<file path="src/rtl/mac_dot_sequencer_if.sv">
// ---------------------------------------------------------------------------
// mac_dot_sequencer_if
//
// Operand / completion bus between the dot-product sequencer (master) and a
// 3-lane MAC unit (slave).
//
//   mac_en             master -> slave  single-cycle operation request
//   mac_weights_0..2   master -> slave  lane weights, lane 0 = earliest beat
//   mac_data_0..2      master -> slave  lane activations (unsigned)
//   mac_pre_sum        master -> slave  running sum the MAC adds onto
//   mac_done           slave -> master  completion level, high several cycles
//   mac_out            slave -> master  MAC result
// ---------------------------------------------------------------------------
interface mac_dot_sequencer_if #(
    parameter int W_BITWIDTH   = 8,
    parameter int IN_BITWIDTH  = W_BITWIDTH,
    parameter int OUT_BITWIDTH = 32
);
    logic                    mac_en;
    logic [W_BITWIDTH-1:0]   mac_weights_0;
    logic [W_BITWIDTH-1:0]   mac_weights_1;
    logic [W_BITWIDTH-1:0]   mac_weights_2;
    logic [IN_BITWIDTH-1:0]  mac_data_0;
    logic [IN_BITWIDTH-1:0]  mac_data_1;
    logic [IN_BITWIDTH-1:0]  mac_data_2;
    logic [OUT_BITWIDTH-1:0] mac_pre_sum;
    logic                    mac_done;
    logic [OUT_BITWIDTH-1:0] mac_out;

    modport master (
        output mac_en,
        output mac_weights_0, mac_weights_1, mac_weights_2,
        output mac_data_0, mac_data_1, mac_data_2,
        output mac_pre_sum,
        input  mac_done,
        input  mac_out
    );

    modport slave (
        input  mac_en,
        input  mac_weights_0, mac_weights_1, mac_weights_2,
        input  mac_data_0, mac_data_1, mac_data_2,
        input  mac_pre_sum,
        output mac_done,
        output mac_out
    );
endinterface

</file>
<file path="src/rtl/mac_dot_sequencer.sv">
// ---------------------------------------------------------------------------
// mac_dot_sequencer
//
// Initiator side of a 3-lane MAC. Accepts a streamed (weight, data) vector,
// packs beats into triples, issues one MAC operation per triple with the
// running sum as pre-sum, chains each MAC result into the next operation and
// finally presents the dot-product on a valid/ready result port.
//
// Ports
//   clk, rstn            clock, asynchronous active-low reset
//   s_valid/s_ready      input beat handshake
//   s_weight, s_data     beat operands (data is an unsigned activation)
//   s_last               final beat of the vector
//   s_bias               initial pre-sum, sampled with the first beat only
//   mac                  MAC operand/completion bus (master side)
//   res_valid/res_ready  result handshake
//   res_data             final dot-product, holds after the handshake
//   busy                 high whenever the sequencer is not IDLE
//   err                  (MAC_SEQ_TIMEOUT_EN only) result was a watchdog abort
//
// Build option
//   MAC_SEQ_TIMEOUT_EN   adds a watchdog on the MAC waits; a timeout returns
//                        the partial sum with err=1 and drains the rest of
//                        the aborted vector.
// ---------------------------------------------------------------------------
module mac_dot_sequencer #(
    parameter int W_BITWIDTH      = 8,
    parameter int IN_BITWIDTH     = W_BITWIDTH,
    parameter int OUT_BITWIDTH    = 32,
    parameter int DONE_TO_OUT_DLY = 1,
    parameter int TIMEOUT_CYCLES  = 64
) (
    input  logic                    clk,
    input  logic                    rstn,

    input  logic                    s_valid,
    output logic                    s_ready,
    input  logic [W_BITWIDTH-1:0]   s_weight,
    input  logic [IN_BITWIDTH-1:0]  s_data,
    input  logic                    s_last,
    input  logic [OUT_BITWIDTH-1:0] s_bias,

    mac_dot_sequencer_if.master     mac,

    output logic                    res_valid,
    input  logic                    res_ready,
    output logic [OUT_BITWIDTH-1:0] res_data,
    output logic                    busy
`ifdef MAC_SEQ_TIMEOUT_EN
    ,
    output logic                    err
`endif
);

    if (DONE_TO_OUT_DLY < 1 || DONE_TO_OUT_DLY > 3 || TIMEOUT_CYCLES < 2) begin : g_param_check
        $error("mac_dot_sequencer: DONE_TO_OUT_DLY must be 1..3 and TIMEOUT_CYCLES >= 2");
    end

    typedef enum logic [2:0] {
        IDLE,
        COLLECT,
        ISSUE,
        WAIT_DONE,
        SAMPLE,
        WAIT_LOW,
        RESULT
    } state_e;

    // Last value of the done-delay counter before SAMPLE is entered.
    localparam logic [1:0] DLY_LAST = 2'(DONE_TO_OUT_DLY - 1);

    state_e                  state_q, state_d;
    logic                    rdy_q;
    logic                    busy_q;
    logic                    res_valid_q;
    logic                    mac_en_q;
    logic [W_BITWIDTH-1:0]   w_q [3];
    logic [IN_BITWIDTH-1:0]  d_q [3];
    logic [1:0]              lane_q;       // next lane to fill in COLLECT
    logic                    last_q;       // current triple holds the last beat
    logic [OUT_BITWIDTH-1:0] acc_q;
    logic [OUT_BITWIDTH-1:0] res_q;
    logic                    done_prev_q;
    logic                    dly_run_q;    // mac_done rise seen, delay running
    logic [1:0]              dly_cnt_q;

    logic accept;
    logic done_rise;
    logic dly_hit;
    logic timeout;   // watchdog expired this cycle
    logic drop;      // draining beats of an aborted vector

    assign accept    = s_valid & rdy_q;
    assign done_rise = mac.mac_done & ~done_prev_q;
    // The rise cycle itself counts as the first delay cycle.
    assign dly_hit   = (done_rise | dly_run_q) && (dly_cnt_q == DLY_LAST);

`ifdef MAC_SEQ_TIMEOUT_EN
    localparam int WD_W = $clog2(TIMEOUT_CYCLES + 1);
    localparam logic [WD_W-1:0] WD_LAST = WD_W'(TIMEOUT_CYCLES - 1);

    logic [WD_W-1:0] wd_q;
    logic            drop_q;
    logic            err_q;

    assign timeout = ((state_q == WAIT_DONE) || (state_q == WAIT_LOW)) && (wd_q == WD_LAST);
    assign drop    = drop_q;
    assign err     = err_q;

    always_ff @(posedge clk or negedge rstn) begin
        if (!rstn) begin
            wd_q   <= '0;
            drop_q <= 1'b0;
            err_q  <= 1'b0;
        end else begin
            // One budget covers both MAC waits of a single operation.
            if (state_q == ISSUE) begin
                wd_q <= '0;
            end else if ((state_q == WAIT_DONE) || (state_q == WAIT_LOW)) begin
                wd_q <= wd_q + 1'b1;
            end

            if (timeout) begin
                err_q <= 1'b1;
            end else if ((state_q == RESULT) && res_ready) begin
                err_q <= 1'b0;
            end

            // Only beats still to come need draining.
            if (timeout && !last_q) begin
                drop_q <= 1'b1;
            end else if ((state_q == COLLECT) && accept && s_last) begin
                drop_q <= 1'b0;
            end
        end
    end
`else
    assign timeout = 1'b0;
    assign drop    = 1'b0;
`endif

    // ------------------------------------------------------------------
    // Next-state logic
    // ------------------------------------------------------------------
    always_comb begin
        // NOTE: the default assignment up front keeps every path assigned, so no latch is inferred.
        state_d = state_q;
        case (state_q)
            IDLE: begin
                if (accept) begin
                    state_d = s_last ? ISSUE : COLLECT;
                end
            end
            COLLECT: begin
                if (drop) begin
                    if (accept && s_last) begin
                        state_d = IDLE;
                    end
                end else if (accept && (s_last || (lane_q == 2'd2))) begin
                    state_d = ISSUE;
                end
            end
            ISSUE: begin
                // A MAC still showing done from an earlier op must clear first.
                if (!mac.mac_done) begin
                    state_d = WAIT_DONE;
                end
            end
            WAIT_DONE: begin
                if (timeout) begin
                    state_d = RESULT;
                end else if (dly_hit) begin
                    state_d = SAMPLE;
                end
            end
            SAMPLE: begin
                state_d = WAIT_LOW;
            end
            WAIT_LOW: begin
                if (timeout) begin
                    state_d = RESULT;
                end else if (!mac.mac_done) begin
                    state_d = last_q ? RESULT : COLLECT;
                end
            end
            RESULT: begin
                if (res_ready) begin
                    state_d = drop ? COLLECT : IDLE;
                end
            end
            default: begin
                state_d = IDLE;
            end
        endcase
    end

    // ------------------------------------------------------------------
    // State and datapath registers
    // ------------------------------------------------------------------
    always_ff @(posedge clk or negedge rstn) begin
        if (!rstn) begin
            // NOTE: the lane array is a handful of flops that drive outputs directly, so it is reset like any other register.
            state_q     <= IDLE;
            rdy_q       <= 1'b0;
            busy_q      <= 1'b0;
            res_valid_q <= 1'b0;
            mac_en_q    <= 1'b0;
            for (int i = 0; i < 3; i++) begin
                w_q[i] <= '0;
                d_q[i] <= '0;
            end
            lane_q      <= 2'd0;
            last_q      <= 1'b0;
            acc_q       <= '0;
            res_q       <= '0;
            done_prev_q <= 1'b0;
            dly_run_q   <= 1'b0;
            dly_cnt_q   <= 2'd0;
        end else begin
            // NOTE: non-blocking assignments throughout; every right-hand side reads the pre-edge value.
            state_q     <= state_d;
            // Handshake and status outputs are registered off the next state.
            rdy_q       <= (state_d == IDLE) || (state_d == COLLECT);
            busy_q      <= (state_d != IDLE);
            res_valid_q <= (state_d == RESULT);
            mac_en_q    <= (state_q == ISSUE) && (state_d == WAIT_DONE);
            done_prev_q <= mac.mac_done;

            case (state_q)
                IDLE: begin
                    if (accept) begin
                        acc_q  <= s_bias;
                        w_q[0] <= s_weight;
                        d_q[0] <= s_data;
                        w_q[1] <= '0;
                        d_q[1] <= '0;
                        w_q[2] <= '0;
                        d_q[2] <= '0;
                        lane_q <= 2'd1;
                        last_q <= s_last;
                    end
                end
                COLLECT: begin
                    if (accept && !drop) begin
                        if (lane_q == 2'd0) begin
                            // First beat of a new triple clears the lanes so
                            // a short final triple is zero-padded.
                            w_q[0] <= s_weight;
                            d_q[0] <= s_data;
                            w_q[1] <= '0;
                            d_q[1] <= '0;
                            w_q[2] <= '0;
                            d_q[2] <= '0;
                        end else begin
                            w_q[lane_q] <= s_weight;
                            d_q[lane_q] <= s_data;
                        end
                        lane_q <= lane_q + 2'd1;
                        last_q <= s_last;
                    end
                end
                ISSUE: begin
                    dly_run_q <= 1'b0;
                    dly_cnt_q <= 2'd0;
                end
                WAIT_DONE: begin
                    if ((done_rise || dly_run_q) && !dly_hit) begin
                        dly_run_q <= 1'b1;
                        dly_cnt_q <= dly_cnt_q + 2'd1;
                    end
                end
                SAMPLE: begin
                    acc_q <= mac.mac_out;
                end
                WAIT_LOW: begin
                    if (state_d == COLLECT) begin
                        lane_q <= 2'd0;
                    end
                end
                default: begin
                end
            endcase

            // Capture on entry so res_data holds after the handshake.
            if ((state_d == RESULT) && (state_q != RESULT)) begin
                res_q <= acc_q;
            end
        end
    end

    // ------------------------------------------------------------------
    // Outputs
    // ------------------------------------------------------------------
    assign s_ready           = rdy_q;
    assign busy              = busy_q;
    assign res_valid         = res_valid_q;
    assign res_data          = res_q;

    assign mac.mac_en        = mac_en_q;
    assign mac.mac_weights_0 = w_q[0];
    assign mac.mac_weights_1 = w_q[1];
    assign mac.mac_weights_2 = w_q[2];
    assign mac.mac_data_0    = d_q[0];
    assign mac.mac_data_1    = d_q[1];
    assign mac.mac_data_2    = d_q[2];
    // The accumulator only changes in IDLE and SAMPLE, so the pre-sum is
    // stable from mac_en until the result is taken.
    assign mac.mac_pre_sum   = acc_q;

endmodule

</file>
<file path="src/flat_wrapper.sv">
// flat-port wrapper written by rule: the top's interface ports become plain ports
module mac_dot_sequencer_flat 
#(
    parameter int W_BITWIDTH      = 8,
    parameter int IN_BITWIDTH     = W_BITWIDTH,
    parameter int OUT_BITWIDTH    = 32,
    parameter int DONE_TO_OUT_DLY = 1,
    parameter int TIMEOUT_CYCLES  = 64
)
  (clk, rstn, s_valid, s_ready, s_weight, s_data, s_last, s_bias, res_valid, res_ready, res_data, busy, mac_mac_en, mac_mac_weights_0, mac_mac_weights_1, mac_mac_weights_2, mac_mac_data_0, mac_mac_data_1, mac_mac_data_2, mac_mac_pre_sum, mac_mac_done, mac_mac_out);
  mac_dot_sequencer_if #(.W_BITWIDTH(W_BITWIDTH), .IN_BITWIDTH(IN_BITWIDTH), .OUT_BITWIDTH(OUT_BITWIDTH)) mac_i ();
  input  logic clk;
  input  logic rstn;
  input  logic s_valid;
  output logic s_ready;
  input  logic [W_BITWIDTH-1:0] s_weight;
  input  logic [IN_BITWIDTH-1:0] s_data;
  input  logic s_last;
  input  logic [OUT_BITWIDTH-1:0] s_bias;
  output logic res_valid;
  input  logic res_ready;
  output logic [OUT_BITWIDTH-1:0] res_data;
  output logic busy;
  output wire logic [$bits(mac_i.mac_en)-1:0] mac_mac_en;
  output wire logic [$bits(mac_i.mac_weights_0)-1:0] mac_mac_weights_0;
  output wire logic [$bits(mac_i.mac_weights_1)-1:0] mac_mac_weights_1;
  output wire logic [$bits(mac_i.mac_weights_2)-1:0] mac_mac_weights_2;
  output wire logic [$bits(mac_i.mac_data_0)-1:0] mac_mac_data_0;
  output wire logic [$bits(mac_i.mac_data_1)-1:0] mac_mac_data_1;
  output wire logic [$bits(mac_i.mac_data_2)-1:0] mac_mac_data_2;
  output wire logic [$bits(mac_i.mac_pre_sum)-1:0] mac_mac_pre_sum;
  input wire logic [$bits(mac_i.mac_done)-1:0] mac_mac_done;
  input wire logic [$bits(mac_i.mac_out)-1:0] mac_mac_out;
  assign mac_mac_en = mac_i.mac_en;
  assign mac_mac_weights_0 = mac_i.mac_weights_0;
  assign mac_mac_weights_1 = mac_i.mac_weights_1;
  assign mac_mac_weights_2 = mac_i.mac_weights_2;
  assign mac_mac_data_0 = mac_i.mac_data_0;
  assign mac_mac_data_1 = mac_i.mac_data_1;
  assign mac_mac_data_2 = mac_i.mac_data_2;
  assign mac_mac_pre_sum = mac_i.mac_pre_sum;
  assign mac_i.mac_done = mac_mac_done;
  assign mac_i.mac_out = mac_mac_out;
  mac_dot_sequencer #(.W_BITWIDTH(W_BITWIDTH), .IN_BITWIDTH(IN_BITWIDTH), .OUT_BITWIDTH(OUT_BITWIDTH), .DONE_TO_OUT_DLY(DONE_TO_OUT_DLY), .TIMEOUT_CYCLES(TIMEOUT_CYCLES)) u_core (.clk(clk), .rstn(rstn), .s_valid(s_valid), .s_ready(s_ready), .s_weight(s_weight), .s_data(s_data), .s_last(s_last), .s_bias(s_bias), .mac(mac_i), .res_valid(res_valid), .res_ready(res_ready), .res_data(res_data), .busy(busy));
endmodule
</file>
<file path="config.mk">
export PLATFORM = sky130hd
export DESIGN_NAME = mac_dot_sequencer_flat
export DESIGN_NICKNAME = d
export VERILOG_FILES = /design/src/rtl/mac_dot_sequencer_if.sv /design/src/rtl/mac_dot_sequencer.sv /design/src/flat_wrapper.sv
export SDC_FILE = /design/constraint.sdc
export NUM_CORES = 1
export LEC_CHECK = 0
export BUFFER_PORTS_ARGS = -buffer_cell sky130_fd_sc_hd__buf_2
export CAP_MARGIN = 20
export CORE_AREA = 2 2 126 103
export DETAILED_ROUTE_END_ITERATION = 10
export DIE_AREA = 0 0 128 105
export GPL_TIMING_DRIVEN = 1
export PLACE_DENSITY = 0.75
export SLEW_MARGIN = 20
export SYNTH_ARGS = -nofsm -noshare
export SYNTH_HDL_FRONTEND = slang
export SYNTH_SLANG_ARGS = --single-unit
export TNS_END_PERCENT = 30
</file>
<file path="constraint.sdc">
create_clock -name clk -period 1.61 [get_ports clk]
set_clock_uncertainty 0.15 [all_clocks]
set_input_delay 0.322 -clock clk [delete_from_list [all_inputs] [get_ports clk]]
set_output_delay 0.322 -clock clk [all_outputs]
set_load 0.02 [all_outputs]
</file>
==> results of run 1 <==
cell families after synthesis:
logic type	count (synthesis)
DFF	126
AOI/OAI and AO/OA	86
muxes	82
and+or+nand+nor	68
buffers and inverters	32
adders and majority gates	4
final cells by class:
type,count,area (um2),share of cell area
clock buffer,18,429,0.0550
tap,152,190,0.0244
sequential,126,3160,0.404
multi-input combinational,240,2090,0.267
inverter,8,30.0,0.00385
clock inverter,14,183,0.0234
timing repair buffer,259,1730,0.222
worst max-delay path, stage by stage (launching register included):
cell	delay (ns)
dfrtp_1	0.42
buf_6	0.15
nor3b_4	0.21
buf_4	0.14
buf_6	0.11
buf_16	0.15
mux2i_1	0.23
a21oi_2	0.08
cell usage after synthesis, types with 2 or more instances:
| cell type | n |
|---|---|
| a21oi_1 | 34 |
| a22o_1 | 32 |
| a22oi_1 | 2 |
| and3_1 | 3 |
| buf_2 | 10 |
| buf_4 | 5 |
| buf_6 | 6 |
| clkbuf_4 | 2 |
| dfrtp_1 | 126 |
| ha_1 | 4 |
| inv_1 | 8 |
| mux2_2 | 38 |
| mux2_4 | 10 |
| mux2i_1 | 34 |
| nand2_1 | 7 |
| nand2b_1 | 4 |
| nand3_1 | 3 |
| nor2_1 | 37 |
| nor2_4 | 2 |
| nor2b_1 | 4 |
| nor3_1 | 2 |
| nor3b_1 | 2 |
| o21ai_0 | 7 |
| o21ai_2 | 2 |
registers in the layout (all words and copies together) (netlist names):
| signal | flops |
|---|---|
| u_core.mac.mac_pre_sum | 32 |
| u_core.res_data | 32 |
| u_core.mac.mac_data_0 | 8 |
| u_core.mac.mac_data_1 | 8 |
| u_core.mac.mac_data_2 | 8 |
| u_core.mac.mac_weights_0 | 8 |
| u_core.mac.mac_weights_1 | 8 |
| u_core.mac.mac_weights_2 | 8 |
| u_core.state_q | 3 |
| u_core.dly_cnt_q | 2 |
| u_core.lane_q | 2 |
| u_core.busy | 1 |
| u_core.dly_run_q | 1 |
| u_core.done_prev_q | 1 |
| u_core.last_q | 1 |
| u_core.mac.mac_en | 1 |
| u_core.res_valid | 1 |
| u_core.s_ready | 1 |
power breakdown:
group,switching (mW),leakage [nW],internal [mW],total [mW]
Sequential,0.860,1.60,4.42,5.28
Clock,1.49,0.294,2.47,3.96
Combinational,3.94,2.04,3.26,7.20
stage by stage:
step | cell area (um2) | setup slack (ns) | setup TNS (ns)
global placement | 6710 | -0.207 | -9.62
global route | 7800 | -0.200 | -15.51
CTS | 7610 | -0.135 | -8.02
detailed placement | 6710 | -0.299 | -14.57
floorplan | 5290 | -0.105 | -3.41
finish | 7800 | -0.147 | -10.36
worst min path at each step:
stage | from | endpoint | slack [ns]
after detailed placement | rstn | u_core.res_data[3] | 0.1
after floorplan | rstn | u_core.busy | -0.12
after global routing | s_data[1] | u_core.mac.mac_data_1[1] | 0.0007
after global placement | rstn | u_core.res_data[3] | 0.09
final | s_data[4] | u_core.mac.mac_data_1[4] | 0.02
after CTS | s_data[4] | u_core.mac.mac_data_2[4] | 0.004
timing repair:
item                                    4_1_cts  5_1_grt
hold buffers                                  3        0
endpoints found under the setup margin      117      122
gates resized for setup                      29       29
gates cloned                                  2        2
setup buffers                                11        6
endpoints found under the hold margin        58        0
pin swaps                                     4       12
routing by layer:
layer | share of wire | track usage | vias up
li1 | - | - | 1949
met1 | 0.43 | 0.272 | 2152
met2 | 0.50 | 0.362 | 156
met3 | 0.059 | 0.0640 | 16
met4 | 0.011 | 0.0589 | 0
met5 | 0 | 0 | -
==> impl_summary.log, run 1 <==
[metrics] vias per inst: 5.23
[metrics] DR iter-0 viols: 164
[metrics] final core area utilization: 0.647
[metrics] Hold Crit Class: input port to flop
[metrics] setup repair after global routing missed its margin: true
[metrics] status: complete, but fails checks
[metrics] Min-Delay Path Depth: 2
[metrics] sequential element share of the synthesized area: 0.598
[metrics] port buffer count: about 200
[metrics] Finished Layout Cells: 817
[metrics] Pleak: 3.93 nW
[metrics] most frequent cells in the layout: buf_2 (199), dfrtp_1 (124), mux2_2 (38)
[metrics] Net count, final: 742
[metrics] Filler Cells Inserted: 954
[metrics] total wirelength of the detailed-routed design: 14,600 um
[metrics] total iterations of the first detailed-routing run: 4
[metrics] critical path capture point: u_core.mac.mac_pre_sum[3]
[metrics] routed length per placed instance: about 18 um
[metrics] launching element of the worst setup path: u_core.state_q[1]
[metrics] depth of the worst register-to-register path: 7
[metrics] kind of end point of the critical path: flop
[metrics] total half-perimeter wirelength after legalization and detailed placement: 9630 um
[metrics] post-synthesis net count: about 500
[metrics] wire length of the first global-routing pass: ~23,000 um
[metrics] power density cells: 2110 nW/um2
[metrics] share of the synthesized area in the top cell type: 0.598
[metrics] classification of the worst setup path: flop to flop
[metrics] Total GRT Usage: 0.216
[metrics] number of maximum-capacitance constraint violations: 0
[metrics] Setup Viol. Count Final: 116
[metrics] r2r startpoint: u_core.state_q[1]
[metrics] ratio of final minimum period to clock period: 1.09
[metrics] final number of max-transition violations: 0
[metrics] mux cell area share after synthesis: 0.174
[metrics] worst rel slew slack: 0.773
[metrics] number of global-route vias before repair: 4,454
[metrics] combinational family with the most area after synthesis: multiplexers
[metrics] cell at the root of the clock tree: clkbuf_16
[metrics] Max Freq: 569 MHz
[metrics] clock buffer depth: 2
[metrics] peak supply drop: 0.00110 V
[metrics] Synth warnings: 0
[metrics] adder-cell area share of the yosys netlist: 0.00949
[metrics] TritonCTS Buffers: 17
[metrics] initial antenna violation count: 0
[metrics] placed cell count: 763
[metrics] setup slack of the critical path after layout: -0.147 ns
[metrics] Compound-Gate Fraction of Synth Area: 0.112
[metrics] leading cell types by total area after synthesis: dfrtp_1 (60%), mux2_2 (8.1%), mux2i_1 (6.5%)
[metrics] required arrival time at the worst endpoint: between 1.5 and 2 ns
[metrics] element type at the critical path start: flop
[metrics] hold violation total from the final report: 0
[metrics] CTS H-tree depth: 4
[metrics] cell taking the most area after synthesis: dfrtp_1
[metrics] worst hold margin: 0.0191 ns
[metrics] mean instance size in the synthesized netlist: 13.2 um2
[metrics] share of final-layout standard cells stronger than drive strength 1: 0.573
[metrics] most frequent standard cell in the layout excluding fill and tap cells: buf_2
[metrics] reg2reg setup slack: -0.15 ns
[metrics] clock tree from TritonCTS: yes
[metrics] vias post-DR: 4,273
[metrics] final critical-path required period: 1.76 ns
[metrics] Arrival @ worst endpoint: 1.90 ns
[metrics] effective utilization at floorplan: 0.437
[metrics] Die X-Extent: 128 um
[metrics] Final Total Pwr: 16.4 mW
[metrics] number of unique standard cell types used by synthesis: 38
[metrics] Chip Height: 105 um
[metrics] row cnt: 36
[metrics] global route overflow: 0
[metrics] core area: about 12,000 um2
[metrics] remaining antenna violation count after routing: 0
[metrics] share of synthesized registers carrying an async set or reset: 1.00
[metrics] top_reg_cell synth: dfrtp_1
[metrics] maximum number of pins on one net before global-route repair: 43
[metrics] global placement routability congestion: 0.822
[metrics] DR DRC count: 0
[metrics] transition time at the pin with the least slew margin: 0.341 ns
[metrics] Post-synth EDFFs: 0
[metrics] gate count of the mapped netlist: roughly 400
[metrics] Crit Path Max Fanout: 12
[metrics] failing checks: setup timing
[metrics] Post-Synth XOR/XNOR Area: 0
[metrics] Post-Synthesis Cell Area: approximately 5300 um2
[metrics] clock transition at the registers of the reported paths: 0.06 ns
[metrics] Total Die Area: 13,400 um2
[metrics] number of clock sinks: 126
[metrics] #FFs+latches synth: 126
[metrics] total inserted antenna cells: 0
[metrics] number of I/O pins: between 200 and 250
[metrics] area overhead of the layout relative to synthesis: 48.1%
[metrics] clock latency at the later pin of the worst-skew pair: 0.40 ns
[metrics] terminus of the critical flop-to-flop path: u_core.mac.mac_pre_sum[3]
[metrics] post-synthesis simple-gate area fraction: 0.0672
No activity file was read; power rests on OpenSTA's default activity.
==> run 2, diff against run 1 <==
- ABC_AREA: unset -> 1
- CORE_AREA: 2 2 126 103 -> 2 2 127 104
- DIE_AREA: 0 0 128 105 -> 0 0 129 106
==> run 2 against run 1 <==
- die area rose by 1.7%
- via count rose by 21%
- highest routed layer unchanged
- wire length up 13%
- first-iteration DRC count increased by 46%
- the flow still finishes with violations (setup timing)
- largest power group unchanged
==> impl_summary.log, run 2 <==
[metrics] status: complete, but fails checks
[metrics] failing checks: setup timing
[metrics] area taken by multi-input logic gates: 2170 um2 (+4.0%)
[metrics] Crit-path slowest cell: dfrtp_2
[metrics] kind of end point of the critical path: flop
[metrics] CTS H-tree depth: 4 (unchanged)
[metrics] number of I/O pins: 202 (unchanged)
[metrics] transition time at the pin with the least slew margin: 0.472 ns (+0.131 ns)
[metrics] post-route setup TNS: -1.45 ns (+8.91 ns)
[metrics] share of final-layout standard cells stronger than drive strength 1: 0.430 (-0.143)
[metrics] most used standard cells in the synthesized netlist: nand2_1 (136), dfrtp_1 (126), nand3_1 (59)
[metrics] vias post-DR: 5,160 (+21%)
[metrics] Sequential Area: 3160 um2 (about the same)
[metrics] wire length of the first global-routing pass: 22,700 um (-0.48%)
[metrics] hold violation total from the final report: 0 (unchanged)
[metrics] share of the synthesized area in the top cell type: 0.589 (-0.00923)
[metrics] element type at the critical path start: flop
[metrics] total inserted antenna cells: 0 (unchanged)
[metrics] Synth warnings: 0 (unchanged)
[metrics] critical path, cell by cell: buf_6, nor2_4, nand2_4, inv_6, o21ai_4, buf_12, clkbuf_16, nand2_1, o21ai_1
[metrics] number of unique standard cell types used by synthesis: 25 (-34%)
[metrics] number of global-route vias before repair: 4,652 (+4.4%)
[metrics] routed length per placed instance: 16.2 um (-9.3%)
[metrics] row cnt: 37 (+2.8%)
[metrics] Final Total Pwr: 16.8 mW (+2.0%)
[metrics] ratio of final minimum period to clock period: 1.04 (-0.0479)
[metrics] most frequent cell after synthesis: nand2_1
[metrics] Pleak: 4.33 nW (+10%)
[metrics] number of clock sinks: 126 (unchanged)
[metrics] clock buffer depth: 2 (unchanged)
[metrics] effective utilization at floorplan: 0.427 (-0.00992)
[metrics] Post-Synthesis Cell Area: 5350 um2 (+1.6%)
[metrics] most frequent cells in the layout: buf_2 (200), nand2_1 (125), dfrtp_1 (123)
[metrics] Net count, final: 923 (+24%)
[metrics] share of synthesized registers carrying an async set or reset: 1.00 (unchanged)
[metrics] #FFs+latches synth: 126 (unchanged)
[metrics] vias per inst: 5.05 (-3.4%)
[metrics] total iterations of the first detailed-routing run: 5 (+1)
[metrics] final critical-path required period: 1.68 ns (-0.0771 ns)
[metrics] Crit Path Max Fanout: 6 (-6)
[metrics] largest incremental delay on the critical path: 0.42 ns (about the same)
[metrics] Hold Crit Class: input port to flop
[metrics] Max Freq: 595 MHz (+4.6%)
[metrics] maximum number of pins on one net before global-route repair: 81 (+88%)
[metrics] leading cell types by total area after synthesis: dfrtp_1 (59%), nand2_1 (9.5%), nand3_1 (5.5%)
[metrics] Total Die Area: 13,700 um2 (+1.7%)
[metrics] Total GRT Usage: 0.211 (-0.00503)
[metrics] setup repair after global routing missed its margin: true
[metrics] clock latency at the later pin of the worst-skew pair: 0.41 ns (about the same)
[metrics] top_reg_cell synth: dfrtp_1
[metrics] final number of max-transition violations: 0 (unchanged)
[metrics] cell at the root of the clock tree: clkbuf_16
[metrics] total wirelength of the detailed-routed design: 16,500 um (+13%)
[metrics] most frequent standard cell in the layout excluding fill and tap cells: buf_2
[metrics] Die X-Extent: 129 um (+0.78%)
[metrics] power density cells: 2080 nW/um2 (-1.1%)
[metrics] classification of the worst setup path: flop to flop
[metrics] Arrival @ worst endpoint: 1.82 ns (-0.08 ns)
[metrics] core area: 12,500 um2 (+3.9%)
[metrics] post-synthesis net count: 685 (+40%)
[metrics] Chip Height: 106 um (+0.95%)
[metrics] global route overflow: 0 (unchanged)
[metrics] setup slack of the critical path after layout: -0.0696 ns (+0.0771 ns)
[metrics] gate count of the mapped netlist: 595 (+49%)
[metrics] clock tree from TritonCTS: yes
[metrics] final core area utilization: 0.641 (-0.00519)
[metrics] Setup Viol. Count Final: 50 (-57%)
[metrics] mean instance size in the synthesized netlist: 9.00 um2 (-32%)
[metrics] port buffer count: 201 (unchanged)
[metrics] remaining antenna violation count after routing: 0 (unchanged)
[metrics] peak supply drop: 0.00111 V (+0.62%)
[metrics] worst hold margin: 0.0370 ns (+0.0179 ns)
[metrics] total half-perimeter wirelength after legalization and detailed placement: 10,200 um (+6.4%)
[metrics] clock transition at the registers of the reported paths: 0.06 ns (about the same)
[metrics] DR DRC count: 0 (unchanged)
[metrics] initial antenna violation count: 1 (+1)
[metrics] required arrival time at the worst endpoint: 1.75 ns (about the same)
[metrics] DR iter-0 viols: 239 (+46%)
[metrics] cell taking the most area after synthesis: dfrtp_1
[metrics] Filler Cells Inserted: 1,054 (+10%)
[metrics] global placement routability congestion: 0.822 (about the same)
[metrics] TritonCTS Buffers: 17 (unchanged)
[metrics] Post-synth EDFFs: 0 (unchanged)
[metrics] number of maximum-capacitance constraint violations: 0 (unchanged)
[metrics] sequential element share of the synthesized area: 0.589 (-0.00923)
[metrics] Top delay family on crit path: buffers and inverters
[metrics] area overhead of the layout relative to synthesis: 50.3%
[metrics] worst rel slew slack: 0.685 (-0.0873)
[metrics] worst path bufs/invs: 4 (unchanged)
[run 2: changes by cell type after synthesis, moves of 22 or more]
cell	change
nand2_1	+129
nand3_1	+56
inv_1	+43
mux2_2	-38
mux2i_1	-34
a22o_1	-32
o31ai_1	+32
o21ai_1	+22
[run 2: worst register-to-register path: cells and delay by family (launching register included)]
kind	cells	cell delay, ns
and+or+nand+nor	3	0.31
DFF	1	0.42
buffers and inverters	4	0.53
AOI/OAI and AO/OA	2	0.15
[run 2: kinds of logic after synthesis]
family                   synth area share
AO/OA/AOI/OAI                       0.137
adder cells (fa/ha/maj)           0.00935
AND/OR/NAND/NOR                     0.196
buffers and inverters              0.0687
flip-flops                          0.589
[run 2: through the flow]
stage | instance area [um2] | worst slack, ns | cells
after floorplan | 5350 | 0.0280 | 595
final | 8050 | -0.0696 | 1021
after detailed placement | 6780 | -0.0510 | 968
after CTS | 7440 | 0.00550 | 1005
after global routing | 8050 | -0.139 | 1021
after global placement | 6780 | -0.00201 | 968
[run 2: layout make-up]
cell class / instances / share of cell area
timing repair buffer: 254 / 0.208
inverter: 55 / 0.0263
clock buffer: 19 / 0.0550
tap: 175 / 0.0272
multi-input combinational: 379 / 0.269
sequential: 126 / 0.392
clock inverter: 13 / 0.0218
[run 2: routing by layer]
layer / part of all wire / global-route usage / vias to the layer above
li1: - / - / 2457
met1: 0.42 / 0.284 / 2437
met2: 0.48 / 0.331 / 239
met3: 0.077 / 0.0579 / 27
met4: 0.019 / 0.0699 / 0
met5: 0 / 0 / -
[run 2: worst paths after layout]
path / startpoint / to / slack, ns / cells after the start
min in group asynchronous: rstn / u_core.mac.mac_data_2[4] / 0.10 / 2
setup reg to reg: u_core.state_q[2] / u_core.mac.mac_weights_0[7] / -0.07 / 9
hold / removal: s_data[2] / u_core.mac.mac_data_0[2] / 0.04 / 3
max in group asynchronous: rstn / u_core.state_q[2] / 0.52 / 3
hold reg to reg: u_core.res_data[2] / u_core.res_data[2] / 0.31 / 2
setup / recovery: u_core.state_q[2] / u_core.mac.mac_weights_0[7] / -0.07 / 9
[run 2: where the power goes]
part	internal [mW]	leakage (nW)	total (mW)	switching, mW
Clock	2.51	0.296	4.01	1.50
Sequential	4.29	1.64	5.10	0.812
Combinational	3.01	2.39	7.66	4.64
[run 2: what timing repair did]
| action | in CTS | in global routing |
|---|---|---|
| gates resized for setup | 3 | 96 |
| buffers inserted | 3 | 7 |
| hold buffers | 2 | 0 |
| endpoints found under the setup margin | 37 | 100 |
| pin swaps | 2 | 6 |
| gates cloned | 0 | 9 |
| endpoints found under the hold margin | 127 | 0 |
